<file path="src/rtl/gpio_irq_ip.sv">
`default_nettype none
// ============================================================================
// Module   : gpio_irq_ip
// Purpose  : N_GPIO-pin GPIO peripheral on the simple wr_en/rd_en register
//            bus. DATA/DIR/IN registers, atomic SET/CLR/TGL writes to DATA,
//            an input synchroniser, and per-pin edge/level interrupts with
//            sticky write-1-to-clear status and one combined irq line.
// Ports    : clk, rst_n (synchronous, active low)
//            wr_en, rd_en, addr[7:0], wdata[31:0] -> register bus requests
//            rdata[31:0], rvalid                  -> registered read response
//            gpio_in                              -> asynchronous pad inputs
//            gpio_out (DATA & DIR), gpio_oe (DIR) -> pad drivers
//            irq                                  -> |(STAT & IRQ_EN)
// Revision : 1.0 - initial release
// ============================================================================
module gpio_irq_ip #(
    parameter int N_GPIO      = 32,
    parameter int SYNC_STAGES = 2
) (
    input  logic              clk,
    input  logic              rst_n,
    input  logic              wr_en,
    input  logic              rd_en,
    input  logic [7:0]        addr,
    input  logic [31:0]       wdata,
    output logic [31:0]       rdata,
    output logic              rvalid,
    input  logic [N_GPIO-1:0] gpio_in,
    output logic [N_GPIO-1:0] gpio_out,
    output logic [N_GPIO-1:0] gpio_oe,
    output logic              irq
);

    // Word offsets (addr[7:2])
    localparam logic [5:0] c_addr_data  = 6'h00;
    localparam logic [5:0] c_addr_dir   = 6'h01;
    localparam logic [5:0] c_addr_in    = 6'h02;
    localparam logic [5:0] c_addr_set   = 6'h03;
    localparam logic [5:0] c_addr_clr   = 6'h04;
    localparam logic [5:0] c_addr_tgl   = 6'h05;
    localparam logic [5:0] c_addr_en    = 6'h06;
    localparam logic [5:0] c_addr_type  = 6'h07;
    localparam logic [5:0] c_addr_pol   = 6'h08;
    localparam logic [5:0] c_addr_stat  = 6'h09;

    // Warm-up runs until the synchroniser and prev flop hold real pad data.
    localparam logic [2:0] c_warm_last  = 3'(SYNC_STAGES + 1);

    // ------------------------------------------------------------------------
    // Registers and wires
    // ------------------------------------------------------------------------
    logic [N_GPIO-1:0] r_data;
    logic [N_GPIO-1:0] r_dir;
    logic [N_GPIO-1:0] r_irq_en;
    logic [N_GPIO-1:0] r_irq_type;
    logic [N_GPIO-1:0] r_irq_pol;
    logic [N_GPIO-1:0] r_stat;
    logic [N_GPIO-1:0] r_sync [SYNC_STAGES];
    logic [N_GPIO-1:0] r_prev;
    logic [2:0]        r_warm;

    logic [5:0]        w_word;
    logic [N_GPIO-1:0] w_wdata;
    logic [N_GPIO-1:0] w_in_s;
    logic              w_warm_done;
    logic [N_GPIO-1:0] w_match;
    logic [N_GPIO-1:0] w_edge;
    logic [N_GPIO-1:0] w_detect;
    logic [N_GPIO-1:0] w_stat_clr;
    logic [31:0]       w_rd_val;
    logic              w_unused;

    assign w_word  = addr[7:2];
    assign w_wdata = wdata[N_GPIO-1:0];

    // Byte-offset bits and wdata bits above N_GPIO carry no meaning.
    assign w_unused = &{1'b0, addr[1:0], wdata};

    // ------------------------------------------------------------------------
    // Input synchroniser, previous-value flop and warm-up counter
    // ------------------------------------------------------------------------
    always_ff @(posedge clk) begin
        if (!rst_n) begin
            for (int i = 0; i < SYNC_STAGES; i++) begin
                r_sync[i] <= '0;
            end
            r_prev <= '0;
            r_warm <= '0;
        end else begin
            r_sync[0] <= gpio_in;
            for (int i = 1; i < SYNC_STAGES; i++) begin
                r_sync[i] <= r_sync[i-1];
            end
            r_prev <= w_in_s;
            if (r_warm != c_warm_last) begin
                r_warm <= r_warm + 3'd1;
            end
        end
    end

    assign w_in_s      = r_sync[SYNC_STAGES-1];
    assign w_warm_done = (r_warm == c_warm_last);

    // ------------------------------------------------------------------------
    // Interrupt detection
    // ------------------------------------------------------------------------
    // A pin "matches" when its synchronised level equals the polarity bit.
    // Edge mode additionally needs a change since last cycle, and is held off
    // during warm-up so pins already high at reset do not look like an edge.
    assign w_match  = ~(w_in_s ^ r_irq_pol);
    assign w_edge   = (w_in_s ^ r_prev) & w_match & {N_GPIO{w_warm_done}};
    assign w_detect = (r_irq_type & w_edge) | (~r_irq_type & w_match);

    assign w_stat_clr = (wr_en && (w_word == c_addr_stat)) ? w_wdata : '0;

    // ------------------------------------------------------------------------
    // Register file writes
    // ------------------------------------------------------------------------
    always_ff @(posedge clk) begin
        if (!rst_n) begin
            r_data     <= '0;
            r_dir      <= '0;
            r_irq_en   <= '0;
            r_irq_type <= '0;
            r_irq_pol  <= '0;
            r_stat     <= '0;
        end else begin
            if (wr_en) begin
                case (w_word)
                    c_addr_data: r_data     <= w_wdata;
                    c_addr_dir:  r_dir      <= w_wdata;
                    c_addr_set:  r_data     <= r_data | w_wdata;
                    c_addr_clr:  r_data     <= r_data & ~w_wdata;
                    c_addr_tgl:  r_data     <= r_data ^ w_wdata;
                    c_addr_en:   r_irq_en   <= w_wdata;
                    c_addr_type: r_irq_type <= w_wdata;
                    c_addr_pol:  r_irq_pol  <= w_wdata;
                    default:     ;
                endcase
            end
            // New detection takes priority over a coincident clear.
            r_stat <= (r_stat & ~w_stat_clr) | w_detect;
        end
    end

    // ------------------------------------------------------------------------
    // Read path
    // ------------------------------------------------------------------------
    always_comb begin
        w_rd_val = '0;
        case (w_word)
            c_addr_data: w_rd_val[N_GPIO-1:0] = r_data;
            c_addr_dir:  w_rd_val[N_GPIO-1:0] = r_dir;
            c_addr_in:   w_rd_val[N_GPIO-1:0] = w_in_s;
            c_addr_en:   w_rd_val[N_GPIO-1:0] = r_irq_en;
            c_addr_type: w_rd_val[N_GPIO-1:0] = r_irq_type;
            c_addr_pol:  w_rd_val[N_GPIO-1:0] = r_irq_pol;
            c_addr_stat: w_rd_val[N_GPIO-1:0] = r_stat;
            default:     w_rd_val = '0;
        endcase
    end

    // Read data is captured from pre-write register values, so a same-cycle
    // write and read returns the old contents.
    always_ff @(posedge clk) begin
        if (!rst_n) begin
            rdata  <= '0;
            rvalid <= 1'b0;
        end else begin
            rvalid <= rd_en;
            if (rd_en) begin
                rdata <= w_rd_val;
            end
        end
    end

    // ------------------------------------------------------------------------
    // Outputs
    // ------------------------------------------------------------------------
    assign gpio_out = r_data & r_dir;
    assign gpio_oe  = r_dir;
    assign irq      = |(r_stat & r_irq_en);

endmodule

`default_nettype wire
</file>
<file path="config.mk">
export PLATFORM = sky130hd
export DESIGN_NAME = gpio_irq_ip
export DESIGN_NICKNAME = d
export VERILOG_FILES = /design/src/rtl/gpio_irq_ip.sv
export SDC_FILE = /design/constraint.sdc
export NUM_CORES = 1
export LEC_CHECK = 0
export ABC_CLOCK_PERIOD_IN_PS = 2200
export CAP_MARGIN = 0
export CORE_MARGIN = 2
export CORE_UTILIZATION = 57
export DETAILED_ROUTE_END_ITERATION = 8
export PLACE_DENSITY = 0.84
export SLEW_MARGIN = 0
export SYNTH_ARGS = -nofsm -noshare
export SYNTH_HDL_FRONTEND = slang
export SYNTH_SLANG_ARGS = --single-unit
</file>
<file path="constraint.sdc">
create_clock -name clk -period 2.2 [get_ports clk]
set_clock_uncertainty 0.15 [all_clocks]
set_input_delay 0.44 -clock clk [delete_from_list [all_inputs] [get_ports clk]]
set_output_delay 0.44 -clock clk [all_outputs]
set_load 0.02 [all_outputs]
</file>
==> results of run 1 <==
==> cells by family after synthesis <==
group,count (synthesis),share of synthesized area (%)
AND/OR/NAND/NOR,581,18.0
AO/OA/AOI/OAI,434,20.3
flip-flops,324,40.8
buffers and inverters,207,5.50
multiplexers,161,10.1
adder cells (fa/ha/maj),66,5.19
XOR/XNOR,2,0.110
==> layer usage <==
layer / GRT usage [%] / wire, um
met1: 43.2 / 19900
met2: 57.1 / 23900
met3: 6.50 / 5360
met4: 20.2 / 2980
met5: 0 / 0
==> path summary, 6_finish.rpt <==
check | start | end | slack [ps]
max | r_stat[16] | irq | -380
min | rst_n | r_data[10] | 160
max reg2reg | r_warm[0] | r_stat[3] | 360
min reg2reg | r_sync[0][8] | r_sync[0][40] | 280
==> cells in the final DEF (no fill, tap or decap), types with 37 or more instances in the layout <==
master,synthesis,routed
clkbuf_16,0,37
clkdlybuf4s50_1,0,129
inv_1,66,66
a21oi_1,64,64
a21boi_1,60,60
nor3_1,96,95
mux2i_1,161,161
dfxtp_1,324,313
o21ai_0,99,98
buf_4,1,183
and2_1,131,132
ha_1,66,66
nand2_1,226,226
==> critical path: cells and delay by family (launching register included) <==
| kind | cells | cell delay [ps] |
|---|---|---|
| simple gates | 2 | 700 |
| buf+inv | 1 | 160 |
| flops | 1 | 340 |
| compound gates | 1 | 270 |
==> flip-flops by register name, summed over array words and instances, names as in the netlist <==
register,cells
r_sync,64
gpio_oe,32
r_data,32
r_irq_en,32
r_irq_pol,32
r_irq_type,32
r_prev,32
r_stat,32
rdata,32
r_warm,3
rvalid,1
==> power by group through the flow <==
stage               combinational [uW]  sequential, uW  clock (uW)
detailed placement                1360            6260           0
finish                            1410            6150        6240
floorplan                          710            6220           0
global placement                  1320            6260           0
CTS                               1380            6140        6240
global route                      1490            6150        6500
==> layout make-up <==
cell class	instances	area (sq um)
well taps	378	473
multi-input cells	1244	8690
flip-flops and latches	324	6500
clock inverters	17	200
repair buffers	383	3630
inverters	66	248
fillers	1938	6870
clock buffers	48	1020
==> metrics by stage <==
| stage | utilization, % | setup slack, ps |
|---|---|---|
| after floorplan | - | 76.0 |
| after global placement | 70.3 | -603 |
| after detailed placement | 70.3 | -667 |
| after CTS | 74.9 | -334 |
| after global routing | 75.1 | -409 |
| final | 75.1 | -380 |
==> timing repair <==
item	4_1_cts	5_1_grt
setup buffers	2	1
resized for setup	66	24
endpoints found under the setup margin	40	50
endpoints found under the hold margin	0	0
pin swaps	6	3
cloned	0	0
hold buffers	0	0
==> results.md, run 1 <==
- Tmin final: approximately 2600 ps
- Comb power frac: 10.2%
- CTS Buf Count: 36
- Nets: ~2200
- Main synth FF type: dfxtp_1
- Gpl congestion: 0.945
- Leakage power: 0.00858 uW
- Total of max-cap violations: 0
- Die width: about 170 um
- Reg2reg path depth: 5
- Netlist cell types: 44
- RSZ-0062 raised after global routing: yes
- Int Pwr: approximately 10000 uW
- Final setup TNS: -380 ps
- Synthesized instance count: approximately 1800
- Placed cell areas: 19400 sq um
- Asr flop ratio synth: 0%
- Tcrit/Tclk final: 117%
- Grt total ovfl: 0
- Clk_lat worst skew: approximately 530 ps
- Most common cell in the netlist: dfxtp_1
- Sw Pwr: 3380 uW
- Max-slew violations: 0
- Final instance area: 20800 sq um
- Clock Tree Root: clkbuf_16
- Min-delay worst type: in2reg
- Run status: finished with violations
- Die Height: 171 um
- Starting Density: 57.6%
- Post-route ant nets: 0
- Non-Filler Instances: 2460
- Synth Area per Inst: roughly 9 sq um
- Worst Setup End Kind: output port
- Setup violations, final: 1
- Sw frac: 24.5%
- Failing checks: setup timing
- Top-area cell type share of the netlist area: 40.8%
- Iter 0 DRT Violations: 1593
- Flop and latch count out of synthesis: 324
- Largest area contributor in the netlist: dfxtp_1
- Area contributors post-synth: dfxtp_1 41%, mux2i_1 10%, nand2_1 5.3%
- Row count: 61
- Clock Path Buffers: 3
- Clk pwr share: 45.2%
- Hold Crit Depth: 2
- Fraction of layout cells with a size suffix above 1: just under 20%
- Cell Area, Synth: roughly 16000 sq um
- Cells along the critical path: a22oi_2 > nand4_1 > or4_4 > buf_6
- Clock transition at path regs: 60 ps
- Post-DP HPWL: 34900 um
- Maximum vdd ir drop: roughly 0.54 mV
- Diodes inserted: 0
- Initial antenna violation count: 0
- Post-synth EDFFs: 0
- IO Port Bufs: ~170
- CP Max Fanout: 2
- Crit-path slowest cell: or4_4
- Sequential area share after synthesis: 40.8%
- Post-DR wirelength/cell: 21.2 um
- Via-to-Cell Ratio: a little over 6
- Commonest cells post-synth: 324 x dfxtp_1, 226 x nand2_1, 161 x mux2i_1
- Worst Path Arrival: between 1500 and 2000 ps
- Vias: about 15000
- DRT Pass-1 Iters: 6
- Fmax: 388 MHz
- Hold Violations, Final: 0
- Syn_nets: 1917
- CP max stage delay: 560 ps
- Final Power: 13800 uW
- Reg power frac: 44.6%
- CTS tree: built
- Slew @ Worst Pin: 535 ps
- Cell Pwr Density: 665 nW/um^2
- Vias in the first global route: 15100
- Hold slack: ~160 ps
- H-Tree Depth: 2
- CTS sink cnt: approximately 320
- Core Area: 27600 sq um
- GRT Util Overall: 35.0%
- Slew HR: approximately 63%
- Crit Path Class: reg2out
- Placed Cells: 2392
- CP required: 1610 ps
- Largest net degree at the start of global routing: 120
- Routed WL: 52100 um
- CP Launch Type: register
- Drc violations: 0
- Post-layout worst setup margin: -380 ps
- Die area: 29300 sq um
- Yosys warning count: 0
- Global-route wire length before repair: between 80000 and 90000 um
- Area added between synthesis and finish: 30.5%
- # IOs: 174
Power figures use the tool's default switching activity.
==> run 2: changes to the inputs <==
- REMOVE_ABC_BUFFERS: default -> 1
==> results.md, run 2 (same netlist as run 1, synthesis figures left out) <==
- Hold Violations, Final: 0 (unchanged)
- Initial antenna violation count: 0 (unchanged)
- RSZ-0062 raised after global routing: yes
- DRT Pass-1 Iters: 6 (unchanged)
- Tmin final: 2620 ps (+39.4 ps)
- Slew HR: 64.9% (+1.5 points)
- FF-to-FF Start: r_warm[0]
- Core Area: 27600 sq um (unchanged)
- Post-layout worst setup margin: -420 ps (-39.4 ps)
- CTS sink cnt: 324 (unchanged)
- Post-DP HPWL: 34300 um (-1.9%)
- IO Port Bufs: 171 (unchanged)
- Placed cell areas: 19400 sq um (-0.19%)
- Fraction of layout cells with a size suffix above 1: 19.1% (-0.41 points)
- Total of max-cap violations: 0 (unchanged)
- Grt total ovfl: 0 (unchanged)
- Run status: finished with violations
- Setup violations, final: 1 (unchanged)
- Area added between synthesis and finish: 29.3%
- Post-route ant nets: 0 (unchanged)
- Vias in the first global route: 15500 (+2.9%)
- CP Launch Type: register
- CP max stage delay: 550 ps (about the same)
- Clock Path Buffers: 3 (unchanged)
- Via-to-Cell Ratio: 6.20 (+0.36%)
- Worst Path Arrival: 2030 ps (+40 ps)
- GRT Util Overall: 35.1% (+0.15 points)
- Fmax: 382 MHz (-1.5%)
- CP Capture Point: irq
- Crit-path slowest cell: or4_4
- Cells along the critical path: a22oi_2 > nand4_1 > or4_4 > buf_6
- RR Endpoint: r_stat[30]
- Min-delay worst type: in2reg
- Diodes inserted: 0 (unchanged)
- Final Power: 13200 uW (-4.1%)
- Most frequent cells in the layout: 317 x dfxtp_1, 226 x nand2_1, 194 x buf_4, 161 x mux2i_1, 132 x and2_1
- Fill cells: 1885 (-2.7%)
- CTS tree: built
- Cell Pwr Density: 643 nW/um^2 (-3.2%)
- Max-slew violations: 0 (unchanged)
- Routed WL: 51900 um (-0.51%)
- Tcrit/Tclk final: 119% (+1.8 points)
- Crit Path Class: reg2out
- Post-DR wirelength/cell: 21.1 um (-0.43%)
- Failing checks: setup timing
- CP required: 1610 ps (about the same)
- Vias: 15200 (+0.28%)
- Largest net degree at the start of global routing: 81 (-33%)
- CP Max Fanout: 2 (unchanged)
- Top reg by flops: r_sync
- Die Height: 171 um (unchanged)
- Drc violations: 0 (unchanged)
- Clock transition at path regs: 60 ps (about the same)
- Nets: 2199 (+0.091%)
- Hold Buf Count CTS: 0 (unchanged)
- Largest register FFs: 64 (unchanged)
- # IOs: 174 (unchanged)
- Maximum vdd ir drop: 0.503 mV (-6.3%)
- Leakage power: 0.00850 uW (-0.93%)
- Reg2reg path depth: 5 (unchanged)
- Slew @ Worst Pin: 514 ps (-21.5 ps)
- Iter 0 DRT Violations: 1801 (+13%)
- Die area: 29300 sq um (unchanged)
- Storage cell area: 6490 sq um (about the same)
- Global-route wire length before repair: 80900 um (+0.93%)
- Worst Setup End Kind: output port
- Hold slack: 91.4 ps (-66.7 ps)
- Gpl congestion: 0.909 (-3.8%)
- Clk_lat worst skew: 520 ps (about the same)
- Final instance area: 20600 sq um (-0.90%)
- Row count: 61 (unchanged)
- Starting Density: 57.6% (unchanged)
- Multi-input logic area: 8680 sq um (about the same)
- Most common cell after layout, fill and taps aside: dfxtp_1
- Clock Tree Root: clkbuf_16
- Die width: 171 um (unchanged)
- Critical path startpoint: r_irq_en[19]
- Worst R2R Setup Slack: 440 ps (+80 ps)
- H-Tree Depth: 2 (unchanged)
- CTS Buf Count: 35 (-2.8%)
-- run 2: area by class of cell --
cell class,count,area share [%]
multi-input combinational,1244,42.2
sequential,324,31.6
timing repair buffer,386,17.4
clock buffer,53,5.13
tap,378,2.30
inverter,66,1.20
clock inverter,7,0.243
-- run 2: worst min path at each step --
stage | from | slack [ps] | endpoint | depth (start not counted)
after CTS | rst_n | 90 | r_sync[0][12] | 2
after floorplan | r_sync[0][0] | 260 | r_sync[0][32] | 1
after global placement | r_sync[0][17] | 260 | r_sync[0][49] | 1
after detailed placement | r_sync[0][13] | 270 | r_sync[0][45] | 1
after global routing | rst_n | 110 | r_sync[0][63] | 2
final | rst_n | 90 | r_sync[0][12] | 2
-- run 2: layer usage --
layer	wire, um	GRT usage (%)
met5	0	0
met4	3160	22.5
met3	5080	6.50
met2	24100	57.6
met1	19500	42.4
-- run 2: metrics by stage --
step | utilization [%] | std cells | TNS, ps | worst slack (ps)
floorplan | - | 1634 | -267990 | -2540
global placement | 70.1 | 2397 | -62100 | -509
detailed placement | 70.1 | 2397 | -72600 | -594
CTS | 74.2 | 2458 | -382 | -382
global route | 74.5 | 2458 | -472 | -414
finish | 74.5 | 2458 | -420 | -420
-- run 2: timing repair --
| action | in CTS | in global routing |
|---|---|---|
| gates cloned | 0 | 0 |
| buffers inserted | 1 | 0 |
| setup endpoints to repair | 36 | 53 |
| resized for setup | 52 | 30 |
| pin swaps | 4 | 2 |
-- run 2: critical path: cells and delay by family (launching register included) --
kind | cells | cell delay (ps)
buffers and inverters | 1 | 150
AND/OR/NAND/NOR | 2 | 750
flip-flops | 1 | 330
AO/OA/AOI/OAI | 1 | 270
-- run 2: report_power, final --
| part | leakage, uW | switching [uW] | internal (uW) |
|---|---|---|---|
| Clock | 0.000549 | 2380 | 3310 |
| Sequential | 0.00264 | 112 | 6020 |
| Combinational | 0.00530 | 760 | 655 |
